File: src/rtl/crop_window_stream_if.sv
// rtl/crop_window_stream_if.sv - config, pixel-in and pixel-out stream bundle for crop_window_stream.
interface crop_window_stream_if #(
  parameter int PIXEL_BIT_WIDTH  = 12,
  parameter int IMG_ROW_BITWIDTH = 10,
  parameter int IMG_COL_BITWIDTH = 10
);
  localparam int CFG_W = 2 * (IMG_ROW_BITWIDTH + IMG_COL_BITWIDTH);

  logic [CFG_W-1:0]           crop_cfg_TDATA;
  logic                       crop_cfg_TVALID;
  logic                       crop_cfg_TREADY;
  logic [PIXEL_BIT_WIDTH-1:0] pixel_in_TDATA;
  logic                       pixel_in_TVALID;
  logic                       pixel_in_TREADY;
  logic [PIXEL_BIT_WIDTH-1:0] pixel_out_TDATA;
  logic                       pixel_out_TVALID;
  logic                       pixel_out_TREADY;
  logic                       pixel_out_TUSER;
  logic                       pixel_out_TLAST;

  modport master (
    output crop_cfg_TDATA, crop_cfg_TVALID, input crop_cfg_TREADY,
    output pixel_in_TDATA, pixel_in_TVALID, input pixel_in_TREADY,
    input  pixel_out_TDATA, pixel_out_TVALID, pixel_out_TUSER, pixel_out_TLAST,
    output pixel_out_TREADY
  );

  modport slave (
    input  crop_cfg_TDATA, crop_cfg_TVALID, output crop_cfg_TREADY,
    input  pixel_in_TDATA, pixel_in_TVALID, output pixel_in_TREADY,
    output pixel_out_TDATA, pixel_out_TVALID, pixel_out_TUSER, pixel_out_TLAST,
    input  pixel_out_TREADY
  );
endinterface

File: src/rtl/crop_window_stream.sv
// rtl/crop_window_stream.sv - raster-order region-of-interest cropper with clipped runtime window.
// Optional CROP_SHADOW_CFG_EN: shadow config register for zero-gap back-to-back frames.
module crop_window_stream #(
  parameter int PIXEL_BIT_WIDTH  = 12,
  parameter int IN_ROWS          = 40,
  parameter int IN_COLS          = 40,
  parameter int IMG_ROW_BITWIDTH = 10,
  parameter int IMG_COL_BITWIDTH = 10
) (
  input  logic                 clk,
  input  logic                 reset,
  crop_window_stream_if.slave  bus,
  output logic                 cfg_clipped
);
  localparam int R = IMG_ROW_BITWIDTH;
  localparam int C = IMG_COL_BITWIDTH;
  localparam logic [C:0]   COLS  = (C+1)'(IN_COLS);
  localparam logic [R:0]   ROWS  = (R+1)'(IN_ROWS);
  localparam logic [C-1:0] X_MAX = C'(IN_COLS - 1);
  localparam logic [R-1:0] Y_MAX = R'(IN_ROWS - 1);
  localparam logic [C:0]   ONE_C = (C+1)'(1);

  typedef enum logic {WAIT_CFG, STREAM} state_t;
  typedef struct packed {
    logic [C-1:0] x1;
    logic [R-1:0] y1;
    logic [C:0]   we;
    logic [R:0]   he;
  } win_t;

  state_t state_q, state_d;
  logic [C-1:0] x_q, x_d;
  logic [R-1:0] y_q, y_d;
  win_t win_q, win_d, cfg_win;
  logic clipped_q, clipped_d;
  logic out_valid_q, out_valid_d, out_user_q, out_user_d, out_last_q, out_last_d;
  logic [PIXEL_BIT_WIDTH-1:0] out_data_q, out_data_d;
`ifdef CROP_SHADOW_CFG_EN
  win_t shadow_q, shadow_d;
  logic shadow_valid_q, shadow_valid_d;
`endif

  logic [C-1:0] cfg_x1, cfg_w;
  logic [R-1:0] cfg_y1, cfg_h;
  logic [C:0]   x_room, x_ext, x_org, x_end;
  logic [R:0]   y_room, y_ext, y_org, y_end;
  logic cfg_clip, cfg_ready, in_ready, cfg_hs, in_hs, pass, first_px, last_px, frame_end;

  assign cfg_x1 = bus.crop_cfg_TDATA[C-1:0];
  assign cfg_y1 = bus.crop_cfg_TDATA[C+R-1:C];
  assign cfg_w  = bus.crop_cfg_TDATA[2*C+R-1:C+R];
  assign cfg_h  = bus.crop_cfg_TDATA[2*C+2*R-1:2*C+R];

  // Clip the requested window to the frame; all math one bit wider than coordinates.
  always_comb begin
    x_room     = COLS - {1'b0, cfg_x1};
    y_room     = ROWS - {1'b0, cfg_y1};
    cfg_win.x1 = cfg_x1;
    cfg_win.y1 = cfg_y1;
    cfg_win.we = '0;
    cfg_win.he = '0;
    if (({1'b0, cfg_x1} < COLS) && ({1'b0, cfg_y1} < ROWS)) begin
      cfg_win.we = ({1'b0, cfg_w} < x_room) ? {1'b0, cfg_w} : x_room;
      cfg_win.he = ({1'b0, cfg_h} < y_room) ? {1'b0, cfg_h} : y_room;
    end
    cfg_clip = (cfg_win.we != {1'b0, cfg_w}) || (cfg_win.he != {1'b0, cfg_h});
  end

  always_comb begin
    x_ext    = {1'b0, x_q};
    y_ext    = {1'b0, y_q};
    x_org    = {1'b0, win_q.x1};
    y_org    = {1'b0, win_q.y1};
    x_end    = x_org + win_q.we;
    y_end    = y_org + win_q.he;
    pass     = (x_ext >= x_org) && (x_ext < x_end) && (y_ext >= y_org) && (y_ext < y_end);
    first_px = (x_q == win_q.x1) && (y_q == win_q.y1);
    last_px  = (x_ext + ONE_C) == x_end;
  end

  always_comb begin
    state_d     = state_q;
    x_d         = x_q;
    y_d         = y_q;
    win_d       = win_q;
    clipped_d   = clipped_q;
    out_valid_d = out_valid_q;
    out_data_d  = out_data_q;
    out_user_d  = out_user_q;
    out_last_d  = out_last_q;
`ifdef CROP_SHADOW_CFG_EN
    shadow_d       = shadow_q;
    shadow_valid_d = shadow_valid_q;
    cfg_ready      = (state_q == WAIT_CFG) || !shadow_valid_q;
`else
    cfg_ready      = (state_q == WAIT_CFG);
`endif
    in_ready  = (state_q == STREAM) && (!out_valid_q || bus.pixel_out_TREADY);
    cfg_hs    = cfg_ready && bus.crop_cfg_TVALID;
    in_hs     = in_ready && bus.pixel_in_TVALID;
    frame_end = in_hs && (x_q == X_MAX) && (y_q == Y_MAX);

    if (cfg_hs) begin
      clipped_d = cfg_clip;
      if (state_q == WAIT_CFG) begin
        win_d   = cfg_win;
        x_d     = '0;
        y_d     = '0;
        state_d = STREAM;
      end
`ifdef CROP_SHADOW_CFG_EN
      else begin
        shadow_d       = cfg_win;
        shadow_valid_d = 1'b1;
      end
`endif
    end

    if (in_hs) begin
      if (x_q == X_MAX) begin
        x_d = '0;
        y_d = (y_q == Y_MAX) ? '0 : y_q + 1'b1;
      end else begin
        x_d = x_q + 1'b1;
      end
    end

    if (frame_end) begin
`ifdef CROP_SHADOW_CFG_EN
      // A config arriving on the final handshake itself is taken directly.
      if (shadow_valid_q) begin
        win_d          = shadow_q;
        shadow_valid_d = 1'b0;
      end else if (cfg_hs) begin
        win_d          = cfg_win;
        shadow_valid_d = 1'b0;
      end else begin
        state_d = WAIT_CFG;
      end
`else
      state_d = WAIT_CFG;
`endif
    end

    if (in_hs && pass) begin
      out_valid_d = 1'b1;
      out_data_d  = bus.pixel_in_TDATA;
      out_user_d  = first_px;
      out_last_d  = last_px;
    end else if (bus.pixel_out_TREADY) begin
      out_valid_d = 1'b0;
    end
  end

  always_ff @(posedge clk or posedge reset) begin
    if (reset) begin
      state_q     <= WAIT_CFG;
      x_q         <= '0;
      y_q         <= '0;
      win_q       <= '0;
      clipped_q   <= 1'b0;
      out_valid_q <= 1'b0;
      out_data_q  <= '0;
      out_user_q  <= 1'b0;
      out_last_q  <= 1'b0;
`ifdef CROP_SHADOW_CFG_EN
      shadow_q       <= '0;
      shadow_valid_q <= 1'b0;
`endif
    end else begin
      state_q     <= state_d;
      x_q         <= x_d;
      y_q         <= y_d;
      win_q       <= win_d;
      clipped_q   <= clipped_d;
      out_valid_q <= out_valid_d;
      out_data_q  <= out_data_d;
      out_user_q  <= out_user_d;
      out_last_q  <= out_last_d;
`ifdef CROP_SHADOW_CFG_EN
      shadow_q       <= shadow_d;
      shadow_valid_q <= shadow_valid_d;
`endif
    end
  end

  assign bus.crop_cfg_TREADY  = cfg_ready;
  assign bus.pixel_in_TREADY  = in_ready;
  assign bus.pixel_out_TVALID = out_valid_q;
  assign bus.pixel_out_TDATA  = out_data_q;
  assign bus.pixel_out_TUSER  = out_user_q;
  assign bus.pixel_out_TLAST  = out_last_q;
  assign cfg_clipped          = clipped_q;
endmodule

File: src/flat_wrapper.sv
// flat-port wrapper written by rule: the top's interface ports become plain ports
module crop_window_stream_flat 
#(
  parameter int PIXEL_BIT_WIDTH  = 12,
  parameter int IN_ROWS          = 40,
  parameter int IN_COLS          = 40,
  parameter int IMG_ROW_BITWIDTH = 10,
  parameter int IMG_COL_BITWIDTH = 10
)
  (clk, reset, cfg_clipped, bus_crop_cfg_TDATA, bus_crop_cfg_TVALID, bus_crop_cfg_TREADY, bus_pixel_in_TDATA, bus_pixel_in_TVALID, bus_pixel_in_TREADY, bus_pixel_out_TDATA, bus_pixel_out_TVALID, bus_pixel_out_TUSER, bus_pixel_out_TLAST, bus_pixel_out_TREADY);
  crop_window_stream_if #(.PIXEL_BIT_WIDTH(PIXEL_BIT_WIDTH), .IMG_ROW_BITWIDTH(IMG_ROW_BITWIDTH), .IMG_COL_BITWIDTH(IMG_COL_BITWIDTH)) bus_i ();
  input  logic clk;
  input  logic reset;
  output logic cfg_clipped;
  input wire logic [$bits(bus_i.crop_cfg_TDATA)-1:0] bus_crop_cfg_TDATA;
  input wire logic [$bits(bus_i.crop_cfg_TVALID)-1:0] bus_crop_cfg_TVALID;
  output wire logic [$bits(bus_i.crop_cfg_TREADY)-1:0] bus_crop_cfg_TREADY;
  input wire logic [$bits(bus_i.pixel_in_TDATA)-1:0] bus_pixel_in_TDATA;
  input wire logic [$bits(bus_i.pixel_in_TVALID)-1:0] bus_pixel_in_TVALID;
  output wire logic [$bits(bus_i.pixel_in_TREADY)-1:0] bus_pixel_in_TREADY;
  output wire logic [$bits(bus_i.pixel_out_TDATA)-1:0] bus_pixel_out_TDATA;
  output wire logic [$bits(bus_i.pixel_out_TVALID)-1:0] bus_pixel_out_TVALID;
  output wire logic [$bits(bus_i.pixel_out_TUSER)-1:0] bus_pixel_out_TUSER;
  output wire logic [$bits(bus_i.pixel_out_TLAST)-1:0] bus_pixel_out_TLAST;
  input wire logic [$bits(bus_i.pixel_out_TREADY)-1:0] bus_pixel_out_TREADY;
  assign bus_i.crop_cfg_TDATA = bus_crop_cfg_TDATA;
  assign bus_i.crop_cfg_TVALID = bus_crop_cfg_TVALID;
  assign bus_crop_cfg_TREADY = bus_i.crop_cfg_TREADY;
  assign bus_i.pixel_in_TDATA = bus_pixel_in_TDATA;
  assign bus_i.pixel_in_TVALID = bus_pixel_in_TVALID;
  assign bus_pixel_in_TREADY = bus_i.pixel_in_TREADY;
  assign bus_pixel_out_TDATA = bus_i.pixel_out_TDATA;
  assign bus_pixel_out_TVALID = bus_i.pixel_out_TVALID;
  assign bus_pixel_out_TUSER = bus_i.pixel_out_TUSER;
  assign bus_pixel_out_TLAST = bus_i.pixel_out_TLAST;
  assign bus_i.pixel_out_TREADY = bus_pixel_out_TREADY;
  crop_window_stream #(.PIXEL_BIT_WIDTH(PIXEL_BIT_WIDTH), .IN_ROWS(IN_ROWS), .IN_COLS(IN_COLS), .IMG_ROW_BITWIDTH(IMG_ROW_BITWIDTH), .IMG_COL_BITWIDTH(IMG_COL_BITWIDTH)) u_core (.clk(clk), .reset(reset), .bus(bus_i), .cfg_clipped(cfg_clipped));
endmodule
File: config.mk
export PLATFORM = sky130hd
export DESIGN_NAME = crop_window_stream_flat
export DESIGN_NICKNAME = d
export VERILOG_FILES = /design/src/rtl/crop_window_stream_if.sv /design/src/rtl/crop_window_stream.sv /design/src/flat_wrapper.sv
export SDC_FILE = /design/constraint.sdc
export NUM_CORES = 1
export LEC_CHECK = 0
export BUFFER_PORTS_ARGS = -buffer_cell sky130_fd_sc_hd__buf_2
export CORE_AREA = 2 2 115 117
export DETAILED_ROUTE_END_ITERATION = 10
export DIE_AREA = 0 0 117 119
export GPL_TIMING_DRIVEN = 1
export PLACE_DENSITY = 0.69
export SYNTH_ARGS = -nofsm -noshare
export SYNTH_HDL_FRONTEND = slang
export SYNTH_SLANG_ARGS = --single-unit
File: constraint.sdc
create_clock -name clk -period 11 [get_ports clk]
set_input_delay 0.55 -clock clk [delete_from_list [all_inputs] [get_ports clk]]
set_output_delay 0.55 -clock clk [all_outputs]
set_load 0.03 [all_outputs]
== Yosys cells after proc, flatten, opt, wreduce, memory -nomap -nowiden ==
Index checks and enable logic that the tools add are counted.
Storage, ports and cells
  flip-flop bits (word level): 79
  bits of input ports: 57
  output and inout port bits: 18
Cells by class
  $add $sub $neg: 7
  order comparisons: 8
  equal/unequal tests: 8
  multiplexer cells: 16
  bitwise logic cells: 1
  reductions and logical operators: 19
Operators by type and width (number)
  $mux 10: 9
  $lt 10x11->1: 4
  $add 10x11->11: 2
  $mux 11: 2
  $mux 22: 1
  $ne 11x10->1: 2
  $sub 6x10->11 const A: 2
  $add 10x1->10 const B: 2
  $eq 10x10->1: 2
  $eq 10x6->1 const B: 2
  $ge 10x10->1: 2
  $lt 10x6->1 const B: 2
  $add 10x1->11 const B: 1
  $eq 11x11->1: 1
  $logic_and 1x1->1: 11
  $reduce_bool 2->1: 3
  $mux 1: 4
  $reduce_and 2->1: 2
  $logic_or 1x1->1: 2
  $ne 2x2->1 const B: 1
  $logic_not 1->1: 1
  $not 1->1: 1

== Depth between registers and ports, before layout ==
  depth after elaboration: 7
  mapped depth: 16
  mapped depth without buffers: 15

== Worst setup path after synthesis ==
Ideal clock, no wire load.
  path kind: register -> register
  start point: reg u_core.win_q[1] (netlist name)
  end point: reg u_core.out_data_q[0] (netlist: u_core.bus.pixel_out_TDATA[0])
  library setup time: 0.125 ns
  arrival: 3.545 ns
  slack: 7.330 ns
  cell stages (with the launch flop): 17
  buffers on the path: 1
  clock period less this slack: 3.670 ns
  path through: dfrtp_1 ha_1 a21o_1 a21oi_1 o21bai_1 a21oi_1 o21bai_1 a21oi_1 nor3_1 a311oi_1 ha_1 a22o_1 nor4_1 a21oi_1 a221oi_4 buf_8 mux2_4
On the way
  longest elaborated chain between the ends: 4
Ends and longest elaborated chain
  from (decl): RTL line crop_window_stream.sv:34  | win_t win_q, win_d, cfg_win;
  from (signal assigned): RTL line crop_window_stream.sv:174  | win_q <= win_d;
  $add 10x11->11: RTL line crop_window_stream.sv:75  | y_end = y_org + win_q.he;
  $lt 10x11->1: RTL line crop_window_stream.sv:76  | pass = (x_ext >= x_org) && (x_ext < x_end) && (y_ext >= y_org) && (y_ext < y_end);
  $logic_and 1x1->1: RTL line crop_window_stream.sv:76
  $logic_and 1x1->1: RTL line crop_window_stream.sv:145  | if (in_hs && pass) begin
  to (signal assigned): RTL line crop_window_stream.sv:177  | out_data_q <= out_data_d;
  to (decl): RTL line crop_window_stream.sv:37  | logic [PIXEL_BIT_WIDTH-1:0] out_data_q, out_data_d;
Every way passes these cells.
A chain may end at the register's enable or synchronous reset.

== Worst setup path in the final report ==
  start point: reg u_core.win_q[1] (netlist name)
  end point: reg u_core.out_data_q[6] (netlist: u_core.bus.pixel_out_TDATA[6])
The elaborated chain is that of the path after synthesis.

==> flow_summary.yaml <==
sta:
  setup_tns_ns: 0
  rsz0062_at_grt: "no"
  setup_viol: 0
  finalHoldViolCount: 0
  setup_slack_ns: 6.61
  worst_pin_slew_ns: 1.03
  fin_worst_skew_ns: 0.00608
  period_share: 0.399
  fmax_mhz: 228
  final_max_slew_viol_count: 0
  relSlewSlack: 0.311
  finalCriticalPeriod_ns: 4.39
synthesis:
  async_reset_ff_frac: 1.00
  yosysUniqueCellTypes: 65
  synthCells: 678
  synth_seq_area_share: 0.320
  yosysWarnings: 0
  synth-main-ff-cell: "dfrtp_1"
  syn-mean-instance-area_um2: 9.10
  synth-edff-count: 0
  synth_seq_cells: 79
  synthesis.area_um2: 6170
  synth_nets: 818
clocking:
  cts_resized: 0
  insertion_delay_ns: 0.34
  cts_setup_buffers: 0
  cts_root_buffer: "clkbuf_16"
  cts_max_level: 3
  cts_sinks: 79
  clk_path_buf_depth: 2
  hold_buffers: 0
  clkTransAtPathRegs_ns: 0.06
  cts_tree: "built"
  cts-buffers-inserted: 9
global_route:
  grt_util_all_layers: 0.221
  grt_start_max_net_pins: 80
  grt_pass1_vias: 5122
  antenna_found_initial: 0
  grt_pass1_wl_um: 24400
  grt_overflow_total: 0
final_layout:
  finalNonFillerCells: 937
  syn2layout_area_growth_pct: 14.7
  fin_nets: 896
  antenna_cells: 0
  fillers: 1177
  drive_gt1_frac: 0.164
drt:
  routed.top_layer: "met4"
  postRouteAntennaNets: 0
  drtIter0Drc: 256
  totalWireLength_um: 14700
  dr.pass1.iters: 7
  routed-wl-met2_um: 6750
  drt-met1-wl_um: 6910
  vias: 5321
  wl_per_cell_um: 15.7
  vias_per_cell: 5.68
  drc: 0
  dr_wl_met3_um: 647
critical_path:
  cp_max_fo: 15
  crit_type: "reg2reg"
  crit_required_ns: 11.23
  slowest_stage: "a221oi_4"
  cp-start-kind: "register"
  slowest_delay_ns: 0.92
  worstPathArrival_ns: 4.62
  critical_path_buf_inv_count: 0
  end_kind: "register"
  critPathTopFamily: "compound AO/OA/AOI/OAI gates"
  cp_common_cell: "a21oi_1"
  crit_chain: "ha_1 -> a21o_1 -> a21oi_1 -> o21bai_1 -> a21oi_1 -> o21bai_1 -> a21oi_1 -> nor3_1 -> a311oi_1 -> ha_1 -> a22o_1 -> nor4_1 -> a21oi_1 -> a221oi_4 -> mux2_2"
placed_design:
  place_inst: 921
  pre_cts_ws_ns: 6.66
  dp_hpwl_um: 11500
  port_buffers: 74
  gp_congestion: 0.940
run_status:
  status: "finished, final reports clean"
floorplan:
  row_count: 42
  die_area_um2: 13900
  start_util: 0.479
  die_h_um: 119
  num_io_pins: 75
  dieWidth_um: 117
  core_um2: 12900
job:
  maxCapViolations: 0
worst_hold_path:
  hp-class: "in2reg"
power:
  max-vdd-ir-drop_uv: 72.8
  leakagePower_nw: 3.45
  p_per_area_nw_per_um2: 124
placed cells by master, fill, tap and decap left out, drive strengths merged, types with 11 or more instances in the layout:
cell type and n:
a21o 11, a21oi 32, and3 12, buf 78, clkbuf 12, dfrtp 79
ha 81, inv 42, mux2 14, nand2 63, nand2b 13, nand3 22
nor2 38, nor3 19, nor4 14, o21ai 76, xnor2 29, xor2 19
worst paths after layout:
check,cells after the start,to,slack [ns],from
max,15,u_core.bus.pixel_out_TDATA[6]$_DFFE_PP0P_,6.61,u_core.win_q[1]$_DFFE_PP0P_
min,2,u_core.bus.pixel_out_TDATA[4]$_DFFE_PP0P_,0.44,bus_pixel_in_TDATA[4]
min in group asynchronous,3,u_core.y_q[6]$_DFF_PP0_,0.50,reset
max reg2reg,15,u_core.bus.pixel_out_TDATA[6]$_DFFE_PP0P_,6.61,u_core.win_q[1]$_DFFE_PP0P_
max in group asynchronous,3,u_core.win_q[16]$_DFFE_PP0P_,9.87,reset
min reg2reg,2,u_core.win_q[16]$_DFFE_PP0P_,0.49,u_core.win_q[16]$_DFFE_PP0P_
per-layer routing:
layer	GRT usage	up-vias
met5	0	-
met4	0.0860	0
met3	0.0239	21
met2	0.361	161
met1	0.299	2506
li1	-	2633
area by class of cell:
| type | instances | area [µm²] | area share |
|---|---|---|---|
| multi-input combinational | 545 | 3970 | 0.562 |
| timing repair buffer | 78 | 400 | 0.0566 |
| tap | 176 | 220 | 0.0311 |
| sequential | 79 | 1980 | 0.279 |
| clock inverter | 4 | 76.3 | 0.0108 |
| clock buffer | 12 | 267 | 0.0377 |
| inverter | 43 | 163 | 0.0230 |
kinds of logic after synthesis:
group                      synth area share
AOI/OAI and AO/OA                     0.187
xor gates and xnor gates             0.0681
adders and majority gates             0.171
buffers and inverters                0.0361
DFF                                   0.320
muxes                                0.0456
and+or+nand+nor                       0.172
synthesized netlist by cell type, types with 10 or more instances:
cell type	count	area (µm²)
ha_1	81	1010
nand4_1	10	62.6
a21o_1	10	75.1
nor4_1	13	81.3
nand3_1	22	110
a21oi_1	30	150
nor3_1	19	95.1
a32o_1	10	100
dfrtp_1	79	1980
nand2_1	63	236
inv_1	43	161
nor2_1	38	143
o21ai_0	75	375
nand2b_1	13	81.3
xor2_1	19	166
xnor2_1	29	254
and3_1	12	75.1
stage by stage:
stage	hold WS [ns]	utilization	power [W]	area (µm²)
2_1_floorplan	0.456	-	0.000484	6170
3_3_place_gp	0.479	0.523	0.000541	6730
3_5_place_dp	0.483	0.523	0.000550	6730
4_1_cts	0.433	0.550	0.000886	7080
5_1_grt	0.438	0.550	0.000931	7080
6_report	0.439	0.550	0.000881	7080
registers in the layout (all words and copies together), names as in the netlist:
signal                       flops
u_core.bus.pixel_out_TDATA      12
u_core.bus.pixel_out_TLAST       1
u_core.bus.pixel_out_TUSER       1
u_core.bus.pixel_out_TVALID      1
u_core.cfg_clipped               1
u_core.state_q                   1
u_core.win_q                    42
u_core.x_q                      10
u_core.y_q                      10
report_power, final:
| group | leakage (nW) | switching (W) | total, W | internal [W] |
|---|---|---|---|---|
| Clock | 0.165 | 0.000117 | 0.000334 | 0.000218 |
| Sequential | 1.05 | 0.0000215 | 0.000331 | 0.000309 |
| Combinational | 2.24 | 0.000122 | 0.000216 | 0.0000930 |
| Total | 3.45 | 0.000261 | 0.000881 | 0.000620 |
(Power assumes the default switching activity.)
